$ cat config.mk
export PLATFORM = sky130hd
export DESIGN_NAME = crc32_rx_check
export DESIGN_NICKNAME = d
export VERILOG_FILES = /design/src/rtl/eth_crc_pkg.sv /design/src/rtl/fcs_delay_line.sv /design/src/rtl/crc32_rx_check.sv
export SDC_FILE = /design/constraint.sdc
export NUM_CORES = 1
export LEC_CHECK = 0
export BUFFER_PORTS_ARGS = -buffer_cell sky130_fd_sc_hd__buf_2
export CORE_MARGIN = 3
export CORE_UTILIZATION = 45
export CTS_CLUSTER_SIZE = 25
export DETAILED_ROUTE_END_ITERATION = 7
export PLACE_DENSITY = 0.61
export SLEW_MARGIN = 20
export SYNTH_ARGS = -nofsm -noshare
export SYNTH_HDL_FRONTEND = slang
export SYNTH_SLANG_ARGS = --single-unit
$ cat constraint.sdc
create_clock -name clk -period 3.69 [get_ports clk]
set_clock_uncertainty 0.1 [all_clocks]
set_input_delay 0.369 -clock clk [delete_from_list [all_inputs] [get_ports clk]]
set_output_delay 0.369 -clock clk [all_outputs]
set_load 0.01 [all_outputs]
$ cat src/rtl/eth_crc_pkg.sv
// Shared constants, FSM state type and byte-wide reflected CRC-32 step for the RX FCS checker.
package eth_crc_pkg;

   localparam logic [31:0] CRC32_POLY_REFL = 32'hEDB88320;
   localparam logic [31:0] CRC32_INIT      = 32'hFFFFFFFF;
   localparam logic [31:0] CRC32_RESIDUE   = 32'hDEBB20E3;

   typedef enum logic [0:0] {
      IDLE = 1'b0,
      RECV = 1'b1
   } rx_state_t;

   // One byte, LSB first (wire order), through the reflected CRC-32 register.
   function automatic logic [31:0] crc32_byte_update(input logic [31:0] crc, input logic [7:0] data);
      logic [31:0] c;
      c = crc;
      for (int i = 0; i < 8; i++) begin
         if (c[0] ^ data[i]) begin
            c = (c >> 1) ^ CRC32_POLY_REFL;
         end else begin
            c = c >> 1;
         end
      end
      return c;
   endfunction

endpackage

$ cat src/rtl/fcs_delay_line.sv
// 4-deep byte/valid shift register that holds back the trailing FCS bytes of a frame.
// Only built when FCS_STRIP_EN is defined; the default build has no use for it.
`ifdef FCS_STRIP_EN
module fcs_delay_line (
   input  logic       clk,
   input  logic       rst_n,
   input  logic       push,
   input  logic       restart,
   input  logic       flush,
   input  logic [7:0] din,
   output logic [7:0] head_data,
   output logic       head_valid
);

   logic [7:0] data_r [4];
   logic [3:0] valid_r;

   // Shift on push; restart reloads with the new frame's first byte; flush empties the line.
   always_ff @(posedge clk or negedge rst_n) begin
      if (!rst_n) begin
         for (int i = 0; i < 4; i++) begin
            data_r[i] <= 8'h00;
         end
         valid_r <= 4'b0000;
      end else if (flush) begin
         valid_r <= 4'b0000;
      end else if (restart) begin
         data_r[0] <= din;
         valid_r   <= 4'b0001;
      end else if (push) begin
         data_r[0] <= din;
         data_r[1] <= data_r[0];
         data_r[2] <= data_r[1];
         data_r[3] <= data_r[2];
         valid_r   <= {valid_r[2:0], 1'b1};
      end
   end

   assign head_data  = data_r[3];
   assign head_valid = valid_r[3];

endmodule
`endif

$ cat src/rtl/crc32_rx_check.sv
// Receive-side Ethernet FCS checker: CRC-32 residue check, length check, byte forwarding.
// Optional macro FCS_STRIP_EN: strip the 4 FCS bytes from the forwarded stream.
module crc32_rx_check
   import eth_crc_pkg::*;
#(
   parameter int MIN_LEN = 64,
   parameter int MAX_LEN = 1518,
   parameter int CNT_W   = 12
) (
   input  logic       clk,
   input  logic       rst_n,
   input  logic [7:0] data,
   input  logic       data_valid,
   input  logic       sof,
   input  logic       eof,
   output logic [7:0] out_data,
   output logic       out_valid,
   output logic       out_last,
   output logic       frame_done,
   output logic       crc_ok,
   output logic       len_err
);

   localparam logic [CNT_W-1:0] CNT_MAX  = {CNT_W{1'b1}};
   localparam logic [CNT_W-1:0] CNT_ONE  = {{(CNT_W-1){1'b0}}, 1'b1};
   localparam logic [CNT_W-1:0] CNT_ZERO = {CNT_W{1'b0}};
   localparam logic [CNT_W-1:0] MIN_C    = CNT_W'(MIN_LEN);
   localparam logic [CNT_W-1:0] MAX_C    = CNT_W'(MAX_LEN);

   rx_state_t        state_r, state_next_s;
   logic [31:0]      crc_r, crc_base_s, crc_next_s;
   logic [CNT_W-1:0] count_r, cnt_next_s;
   logic             accept_s, start_s, eof_acc_s;
   logic             frame_done_r, crc_ok_r, len_err_r;
   logic [7:0]       out_data_r;
   logic             out_valid_r, out_last_r;

   // Byte acceptance, next CRC/count and next state.
   always_comb begin
      start_s = data_valid & sof;
      case (state_r)
         IDLE:    accept_s = data_valid & sof;
         RECV:    accept_s = data_valid;
         default: accept_s = 1'b0;
      endcase
      eof_acc_s  = accept_s & eof;
      crc_base_s = start_s ? CRC32_INIT : crc_r;
      crc_next_s = crc32_byte_update(crc_base_s, data);
      if (start_s) begin
         cnt_next_s = CNT_ONE;
      end else if (count_r == CNT_MAX) begin
         cnt_next_s = count_r;
      end else begin
         cnt_next_s = count_r + CNT_ONE;
      end
      if (eof_acc_s) begin
         state_next_s = IDLE;
      end else if (accept_s) begin
         state_next_s = RECV;
      end else begin
         state_next_s = state_r;
      end
   end

   // Frame state, running CRC/count and the held frame verdict.
   always_ff @(posedge clk or negedge rst_n) begin
      if (!rst_n) begin
         state_r      <= IDLE;
         crc_r        <= CRC32_INIT;
         count_r      <= CNT_ZERO;
         frame_done_r <= 1'b0;
         crc_ok_r     <= 1'b0;
         len_err_r    <= 1'b0;
      end else begin
         state_r      <= state_next_s;
         frame_done_r <= eof_acc_s;
         if (eof_acc_s) begin
            crc_r     <= CRC32_INIT;
            count_r   <= CNT_ZERO;
            crc_ok_r  <= (crc_next_s == CRC32_RESIDUE);
            len_err_r <= (cnt_next_s < MIN_C) | (cnt_next_s > MAX_C);
         end else if (accept_s) begin
            crc_r   <= crc_next_s;
            count_r <= cnt_next_s;
         end
      end
   end

`ifdef FCS_STRIP_EN
   logic [7:0] head_data_s;
   logic       head_valid_s;
   logic       pop_s;

   fcs_delay_line u_delay (
      .clk        (clk),
      .rst_n      (rst_n),
      .push       (accept_s),
      .restart    (start_s),
      .flush      (eof_acc_s),
      .din        (data),
      .head_data  (head_data_s),
      .head_valid (head_valid_s)
   );

   // A byte leaves the line only when a later byte of the same frame pushes it out.
   assign pop_s = accept_s & ~start_s & head_valid_s;

   // Registered payload-only output stream.
   always_ff @(posedge clk or negedge rst_n) begin
      if (!rst_n) begin
         out_data_r  <= 8'h00;
         out_valid_r <= 1'b0;
         out_last_r  <= 1'b0;
      end else begin
         out_data_r  <= pop_s ? head_data_s : 8'h00;
         out_valid_r <= pop_s;
         out_last_r  <= pop_s & eof_acc_s;
      end
   end
`else
   // Registered pass-through of every accepted byte, FCS included.
   always_ff @(posedge clk or negedge rst_n) begin
      if (!rst_n) begin
         out_data_r  <= 8'h00;
         out_valid_r <= 1'b0;
         out_last_r  <= 1'b0;
      end else begin
         out_data_r  <= accept_s ? data : 8'h00;
         out_valid_r <= accept_s;
         out_last_r  <= eof_acc_s;
      end
   end
`endif

   assign out_data   = out_data_r;
   assign out_valid  = out_valid_r;
   assign out_last   = out_last_r;
   assign frame_done = frame_done_r;
   assign crc_ok     = crc_ok_r;
   assign len_err    = len_err_r;

endmodule

==> metrics.md, run 1 <==
| Metric | Value |
|---|---|
| Status | completed |
| Crit-path max cell delay | 0.68 ns |
| Final setup fails | 0 |
| Placed insts | 562 |
| RSZ-0062 raised after global routing | false |
| Clk sinks | 57 |
| Crit-path cells | xor2_1 -> a21oi_1 -> nor2_1 -> xnor3_1 -> nor4_1 -> nand4_1 -> o31ai_2 |
| Gr usage total | 22.0% |
| Vias/cell | 5.89 |
| Rows | 34 |
| DRT iter0 DRCs | 238 |
| Vias in the first global route | 3215 |
| Crit path arrival time | 3.02 ns |
| Largest net degree at the start of global routing | 32 |
| Tcrit/Tclk final | 77.6% |
| Mean Syn Cell Area | 9.33 sq um |
| Sequential area share after synthesis | 34.8% |
| Placeable Area | 8890 sq um |
| Slowest CP cell | dfstp_2 |
| Layout cells sized above 1 | 20.0% |
| Leakage Power | 1.93 nW |
| PortBufs | 25 |
| Setup crit end kind | flop |
| Setup crit start kind | flop |
| Die Height | 103 microns |
| Final antenna-violating net count | 0 |
| DR pass1 iterations | 5 |
| Cells after Synth | 452 |
| Hold crit path type | in2reg |
| Slew @ Worst Pin | 0.716 ns |
| Area leader, netlist | dfstp_2 |
| Ys flop type | dfstp_2 |
| CP max FO | 8 |
| Die area | 10600 sq um |
| Worst slack at placement | 0.685 ns |
| EDFF count, synth | 0 |
| Max-cap viol count | 0 |
| Die X | 103 microns |
| Worst path required time | 3.85 ns |
| Worst-case clock buffer depth | 2 |
| Clk root buf | clkbuf_8 |
| Finished Core Util | 51.8% |
| Max Transition Viols Final | 0 |
| Hpwl dp | 8000 microns |
| Fin. Hold Viols | 0 |
| Final instance count without filler cells | 579 |
| Warnings, synthesis | 0 |
| Avg WL per Cell | 19.2 microns |
| Reg clk slew, reported paths | 0.07 ns |
| Initial antenna violation count | 0 |
| Initial Util | 47.4% |
| TNS Setup | 0 ns |
| Crit path capture | crc_ok |
| Placer congestion estimate | 0.941 |
| Total grt overflow | 0 |
| First-pass GRT wire length | 17600 microns |
| #FFs+latches synth | 57 |
| Capture point of the worst reg-to-reg path | crc_ok |
| Antenna Diode Count | 0 |
| PwrDens | 856 nW/um^2 |
| R2R depth | 7 |
| Most common cell after layout, fill and taps aside | nor2_1 |
| Reg-to-reg startpoint | crc_r[2] |
| Max Clk Rate | 349 MHz |
| CTS tree | done |
| WS Path Type | reg2reg |
| Commonest cells after routing, fill and taps aside | nor2_1 (60), xnor2_1 (43), dfstp_2 (32) |
| R2R Setup Slk | 0.83 ns |
| # DRC | 0 |
| Synth area leaders | dfstp_2 (20%), dfrtp_1 (15%), xnor2_1 (8.9%) |
| Layout area overhead | 9.14% |
| Syn_nets | 467 |
| Number of distinct library cells after synthesis | 64 |
| Final wirelength | 11100 microns |
| IO Count | 26 |
| Post CTS Setup Buffer Count | 0 |
| Worst-Skew Late Latency | 0.34 ns |
| Vias | 3412 |
| H-tree depth | 3 |
| Worst VDD drop | 0.254 mV |
| Final worst-path setup slack | 0.827 ns |
| Async SR Flop Fraction | 100% |
| Minimum clock period | 2.86 ns |
| Synthesized cell area | 4220 sq um |
| Nets | 481 |
| Fillers | 797 |
| Launch point of the worst path | crc_r[2] |
| CTS buffer count | 9 |
| Post-synth top area share | 19.9% |
| Rel. slew slack | 52.3% |
cell usage after synthesis (all sizes together) (9+ instances only):
| library cell | n |
|---|---|
| nor2 | 61 |
| xnor2 | 44 |
| dfstp | 32 |
| xor2 | 30 |
| a21oi | 25 |
| dfrtp | 25 |
| nand2 | 24 |
| buf | 22 |
| o21ai | 17 |
| xnor3 | 14 |
| nand3 | 12 |
| nor3 | 12 |
| a31oi | 9 |
| and2 | 9 |
| and3 | 9 |
| clkbuf | 9 |
worst min path at each step:
| stage | start | end | slack [ns] | depth (start not counted) |
|---|---|---|---|---|
| floorplan | rst_n | count_r[0] | -0.03 | 0 |
| global route | data[6] | out_data[6] | 0.25 | 2 |
| global placement | rst_n | out_data[3] | 0.36 | 1 |
| detailed placement | rst_n | out_data[2] | 0.38 | 1 |
| CTS | data[5] | out_data[5] | 0.23 | 2 |
| finish | data[5] | out_data[5] | 0.26 | 2 |
area by class of cell:
class / instances / area (sq um) / share of cell area (%)
Sequential cell: 57 / 1470 / 31.9
Timing Repair Buffer: 34 / 195 / 4.24
Inverter: 8 / 30.0 / 0.653
Clock buffer: 11 / 131 / 2.85
Multi-Input combinational cell: 356 / 2560 / 55.7
Tap cell: 108 / 135 / 2.94
Clock inverter: 5 / 80.1 / 1.74
cell families after synthesis:
group                    Yosys count  share of synthesized area, %
AO/OA/AOI/OAI                    102                          16.6
XOR/XNOR                          89                          24.1
adder cells (fa/ha/maj)            2                         0.593
buffers and inverters             39                          4.42
flip-flops                        57                          34.8
multiplexers                       3                         0.712
AND/OR/NAND/NOR                  160                          18.9
routing by layer:
metal	wire [microns]	track usage, %	share of wire [%]	up-vias
li1	-	-	-	1627
met5	0	0	0	-
met2	5150	34.0	46	135
met3	768	4.80	6.9	11
met4	118	5.18	1.1	0
met1	5080	31.7	46	1639
timing repair:
action | in CTS | in global routing
endpoints found under the hold margin | 4 | 0
resized for setup | 0 | 0
hold buffers | 1 | 0
sequential cells by signal (all words and copies together), names as in the netlist:
signal and flops:
count_r 12, crc_ok 1, crc_r 32, len_err 1, out_data 8, out_last 1, out_valid 1, state_r 1
metrics by stage:
stage,hold WS [ns],power [mW],cell area (sq um)
6_report,0.258,3.94,4600
5_1_grt,0.254,4.20,4600
2_1_floorplan,-0.0266,2.80,4220
3_5_place_dp,0.379,3.26,4380
3_3_place_gp,0.356,3.27,4380
4_1_cts,0.234,3.94,4600
worst max-delay path: cells and delay by family (launching register included):
| family | cells | cell delay, ns |
|---|---|---|
| and+or+nand+nor | 3 | 0.86 |
| AOI/OAI and AO/OA | 2 | 0.38 |
| DFF | 1 | 0.68 |
| xor gates and xnor gates | 2 | 0.76 |
report_power, final:
part | switching (mW) | internal, mW | total, mW
clock network | 0.275 | 0.380 | 0.655
logic | 1.14 | 1.04 | 2.18
registers | 0.214 | 0.886 | 1.10
total | 1.63 | 2.31 | 3.94
No activity file was read; power rests on OpenSTA's default activity.
==> run 2: changes to the inputs <==
==> constraint.sdc (replaced) <==
create_clock -name clk -period 2.9 [get_ports clk]
set_clock_uncertainty 0.1 [all_clocks]
set_input_delay 0.29 -clock clk [delete_from_list [all_inputs] [get_ports clk]]
set_output_delay 0.29 -clock clk [all_outputs]
set_load 0.01 [all_outputs]
==> metrics.md, run 2 (synthesis gave the netlist of run 1 again) <==
| Metric | Value |
|---|---|
| Multi-input logic area | 2560 sq um |
| Placeable Area | 8890 sq um |
| Clk sinks | 57 |
| Avg WL per Cell | 19.0 microns |
| H-tree depth | 3 |
| Hold depth | 2 |
| Worst-Skew Late Latency | 0.35 ns |
| DRT iter0 DRCs | 194 |
| Hold crit path type | in2reg |
| Crit-path max cell delay | 0.62 ns |
| Cell area after layout | 4760 sq um |
| Setup crit end kind | flop |
| Finished Core Util | 53.5% |
| CP max FO | 5 |
| Post CTS Setup Buffer Count | 0 |
| PortBufs | 25 |
| Placed cell area | 4520 sq um |
| Vias | 3526 |
| Max Transition Viols Final | 0 |
| Rows | 34 |
| Fillers | 820 |
| IO Count | 26 |
| Gr usage total | 23.3% |
| Most common cell after layout, fill and taps aside | nor2_1 |
| Max-cap viol count | 0 |
| TNS Setup | 0 ns |
| Worst-case clock buffer depth | 2 |
| Largest Register | crc_r |
| Initial antenna violation count | 0 |
| R2R depth | 8 |
| Hpwl dp | 8410 microns |
| Die X | 103 microns |
| Worst VDD drop | 0.347 mV |
| Placer congestion estimate | 0.944 |
| Reg clk slew, reported paths | 0.07 ns |
| WS Path Type | reg2reg |
| Layout cells sized above 1 | 23.5% |
| Largest net degree at the start of global routing | 33 |
| PwrDens | 1090 nW/um^2 |
| Final setup fails | 0 |
| Minimum clock period | 2.76 ns |
| Crit path arrival time | 2.91 ns |
| Status | completed |
| Slew @ Worst Pin | 0.600 ns |
| Nets | 500 |
| CTS tree | done |
| Clk root buf | clkbuf_8 |
| Slowest CP cell | dfstp_2 |
| Max Clk Rate | 363 MHz |
| First-pass GRT wire length | 18400 microns |
| Setup crit start kind | flop |
| Final wirelength | 11400 microns |
| Commonest cells after routing, fill and taps aside | nor2_1 (60), xnor2_1 (43), dfstp_2 (32) |
| Worst path required time | 3.05 ns |
| Leakage Power | 2.03 nW |
| Initial Util | 47.4% |
| Total grt overflow | 0 |
| Max reg flops | 32 |
| Fin. Hold Viols | 0 |
| # DRC | 0 |
| Antenna Diode Count | 0 |
| Tcrit/Tclk final | 95.1% |
| Final antenna-violating net count | 0 |
| CTS buffer count | 9 |
| RSZ-0062 raised after global routing | false |
| Die Height | 103 microns |
| FF+latch area | 1470 sq um |
| Layout area overhead | 12.9% |
| Die area | 10600 sq um |
| Min Hold Slack | 0.172 ns |
| Crit-path cells | buf_4 -> xnor2_1 -> or3_1 -> nand2_1 -> xnor3_1 -> nor4_1 -> nand4_1 -> o31ai_2 |
| Vias/cell | 5.90 |
| Vias in the first global route | 3370 |
| Rel. slew slack | 59.9% |
| DR pass1 iterations | 5 |
[run 2: critical path, delay by kind of cell (launching register included)]
kind | cells | cell delay [ns]
flops | 1 | 0.62
xor+xnor | 2 | 0.42
compound gates | 1 | 0.20
simple gates | 4 | 1.17
buf+inv | 1 | 0.16
[run 2: final cells by class]
| class | count | share of cell area (%) |
|---|---|---|
| clock buffer | 9 | 2.60 |
| clock inverter | 7 | 2.16 |
| inverter | 8 | 0.631 |
| multi-input combinational | 356 | 53.9 |
| sequential | 57 | 30.8 |
| tap | 108 | 2.84 |
| timing repair buffer | 53 | 7.10 |
[run 2: metal layers]
metal / GRT usage, % / share of wire [%] / wire, microns / vias to the layer above
met4: 6.27 / 1.1 / 130 / 0
met5: 0 / 0 / 0 / -
met3: 4.74 / 6.9 / 782 / 11
met1: 33.0 / 44 / 5050 / 1715
met2: 36.7 / 48 / 5410 / 133
li1: - / - / - / 1667
[run 2: power by group]
part	total [mW]	internal [mW]	switching (mW)
logic	2.98	1.43	1.55
clock network	0.867	0.491	0.376
registers	1.34	1.12	0.215
total	5.18	3.04	2.14
[run 2: final timing paths]
kind	startpoint	to	slack (ns)
worst min register to register	crc_r[30]	crc_r[30]	0.41
worst min-delay path	data[6]	out_data[6]	0.17
worst max register to register	crc_r[3]	crc_ok	0.14
worst max-delay path	crc_r[3]	crc_ok	0.14
max in group asynchronous	rst_n	crc_r[30]	1.95
min in group asynchronous	rst_n	out_valid	0.36
[run 2: stage by stage]
step / total power [mW] / std cells / setup WS, ns
2_1_floorplan: 3.56 / 452 / 0.436
3_3_place_gp: 4.25 / 581 / 0.109
3_5_place_dp: 4.28 / 581 / 0.115
4_1_cts: 5.18 / 598 / 0.181
5_1_grt: 5.53 / 598 / 0.00842
6_report: 5.18 / 598 / 0.143
[run 2: timing repair]
action	4_1_cts	5_1_grt
endpoints found under the hold margin	25	0
endpoints found under the setup margin	0	1
hold buffers	1	0
gates resized for setup	0	1
==> run 3: changes to the inputs <==
--- a/config.mk
+++ b/config.mk
@@ -10,6 +10,7 @@
 export CORE_UTILIZATION = 45
 export CTS_CLUSTER_SIZE = 25
 export DETAILED_ROUTE_END_ITERATION = 7
+export MAX_ROUTING_LAYER = met4
 export PLACE_DENSITY = 0.61
 export SLEW_MARGIN = 20
 export SYNTH_ARGS = -nofsm -noshare
==> constraint.sdc (replaced) <==
create_clock -name clk -period 2.9 [get_ports clk]
set_clock_uncertainty 0.1 [all_clocks]
set_input_delay 0.145 -clock clk [delete_from_list [all_inputs] [get_ports clk]]
set_output_delay 0.145 -clock clk [all_outputs]
set_load 0.01 [all_outputs]
==> metrics.md, run 3 (synthesis gave the netlist of run 1 again) <==
| Metric | Value |
|---|---|
| H-tree depth | 3 |
| Nets | 492 |
| Finished Core Util | 52.8% |
| Max reg flops | 32 |
| Most used cell, CP | a211oi_1 |
| Tot Pwr | 5.06 mW |
| Min Hold Slack | 0.0254 ns |
| Setup crit end kind | flop |
| RSZ-0062 raised after global routing | false |
| Avg WL per Cell | 19.1 microns |
| Fin. Hold Viols | 0 |
| Fillers | 804 |
| PwrDens | 1080 nW/um^2 |
| Crit-path max cell delay | 0.62 ns |
| Die area | 10600 sq um |
| Vias/cell | 5.83 |
| Initial antenna violation count | 1 |
| Worst slack at placement | -0.0329 ns |
| CTS buffer count | 9 |
| Worst VDD drop | 0.366 mV |
| Final worst-path setup slack | 0.115 ns |
| Total grt overflow | 0 |
| Largest net degree at the start of global routing | 58 |
| CTS tree | done |
| WS Path Type | reg2reg |
| Max Clk Rate | 359 MHz |
| Worst path required time | 3.06 ns |
| Setup crit start kind | flop |
| Commonest cells after routing, fill and taps aside | nor2_1 (60), xnor2_1 (43), dfstp_2 (32) |
| DR pass1 iterations | 7 |
| Most common cell after layout, fill and taps aside | nor2_1 |
| CP delay by family, top | compound AO/OA/AOI/OAI gates |
| Worst-case clock buffer depth | 2 |
| IO Count | 26 |
| Final antenna-violating net count | 0 |
| Max-cap viol count | 0 |
| Placed cell area | 4460 sq um |
| Max Transition Viols Final | 0 |
| Gr usage total | 23.3% |
| Rel. slew slack | 50.3% |
| Clk sinks | 57 |
| Largest Register | crc_r |
| PortBufs | 25 |
| Initial Util | 47.4% |
| Buffers & Inverters on Critical Path | 0 |
| Status | completed |
| Vias | 3444 |
| Vias in the first global route | 3303 |
| CP max FO | 5 |
| Leakage Power | 1.98 nW |
| # DRC | 0 |
| Rows | 34 |
| Hpwl dp | 8250 microns |
| Die Height | 103 microns |
| DRT iter0 DRCs | 240 |
| Clk root buf | clkbuf_8 |
| Post CTS Setup Buffer Count | 0 |
| TNS Setup | 0 ns |
| Slew @ Worst Pin | 0.746 ns |
| Hold crit path type | in2reg |
| Placer congestion estimate | 0.935 |
| Crit-path cells | xnor2_1 -> or3_1 -> a211oi_1 -> a211oi_1 -> nor3_1 -> o2111ai_1 -> o31ai_2 |
| Final instance count without filler cells | 591 |
| Cell area after layout | 4690 sq um |
| Slowest CP cell | dfstp_2 |
| Final wirelength | 11300 microns |
| Die X | 103 microns |
| Layout cells sized above 1 | 22.8% |
| Layout area overhead | 11.3% |
| Crit path arrival time | 2.94 ns |
| Placeable Area | 8890 sq um |
| Placed insts | 573 |
| Minimum clock period | 2.79 ns |
| Worst-Skew Late Latency | 0.35 ns |
| First-pass GRT wire length | 17900 microns |
| Reg clk slew, reported paths | 0.08 ns |
| Final setup fails | 0 |
| Tcrit/Tclk final | 96.1% |
## run 3: worst paths after layout
path / from / endpoint / slack (ns) / cells past startpoint
setup / recovery: crc_r[3] / crc_ok / 0.11 / 7
max in group asynchronous: rst_n / len_err / 1.82 / 3
setup reg to reg: crc_r[3] / crc_ok / 0.11 / 7
hold reg to reg: crc_r[14] / crc_r[14] / 0.41 / 2
hold / removal: data[7] / out_data[7] / 0.03 / 2
min in group asynchronous: rst_n / out_valid / 0.35 / 3
## run 3: where the power goes
part           internal (mW)  switching [mW]
sequential              1.12           0.221
combinational           1.39            1.55
clock                  0.403           0.368
total                   2.92            2.14
## run 3: worst register-to-register path: stages, from the launching register on
cell and delay, ns:
dfstp_2 0.62, xnor2_1 0.10, or3_1 0.37, a211oi_1 0.61, a211oi_1 0.17, nor3_1 0.30
o2111ai_1 0.18, o31ai_2 0.23
## run 3: timing repair
item                                   4_1_cts  5_1_grt
endpoints found under the hold margin       25        0
hold buffers                                 1        0
setup endpoints to repair                    1        2
gates resized for setup                      1        2
pin swaps                                    0        0
## run 3: area by class of cell
type | count | area (sq um) | share of cell area, %
clock buffers | 9 | 124 | 2.64
inverters | 8 | 30.0 | 0.640
flip-flops and latches | 57 | 1470 | 31.2
diodes | 1 | 2.50 | 0.0533
multi-input cells | 356 | 2580 | 55.0
repair buffers | 45 | 278 | 5.92
clock inverters | 7 | 77.6 | 1.65
well taps | 108 | 135 | 2.88
## run 3: routing by layer
layer	vias up	routed length (microns)	track usage (%)
li1	1654	-	-
met1	1673	5210	32.8
met2	99	5150	34.3
met3	18	645	4.26
met4	0	256	7.27
met5	-	0	-
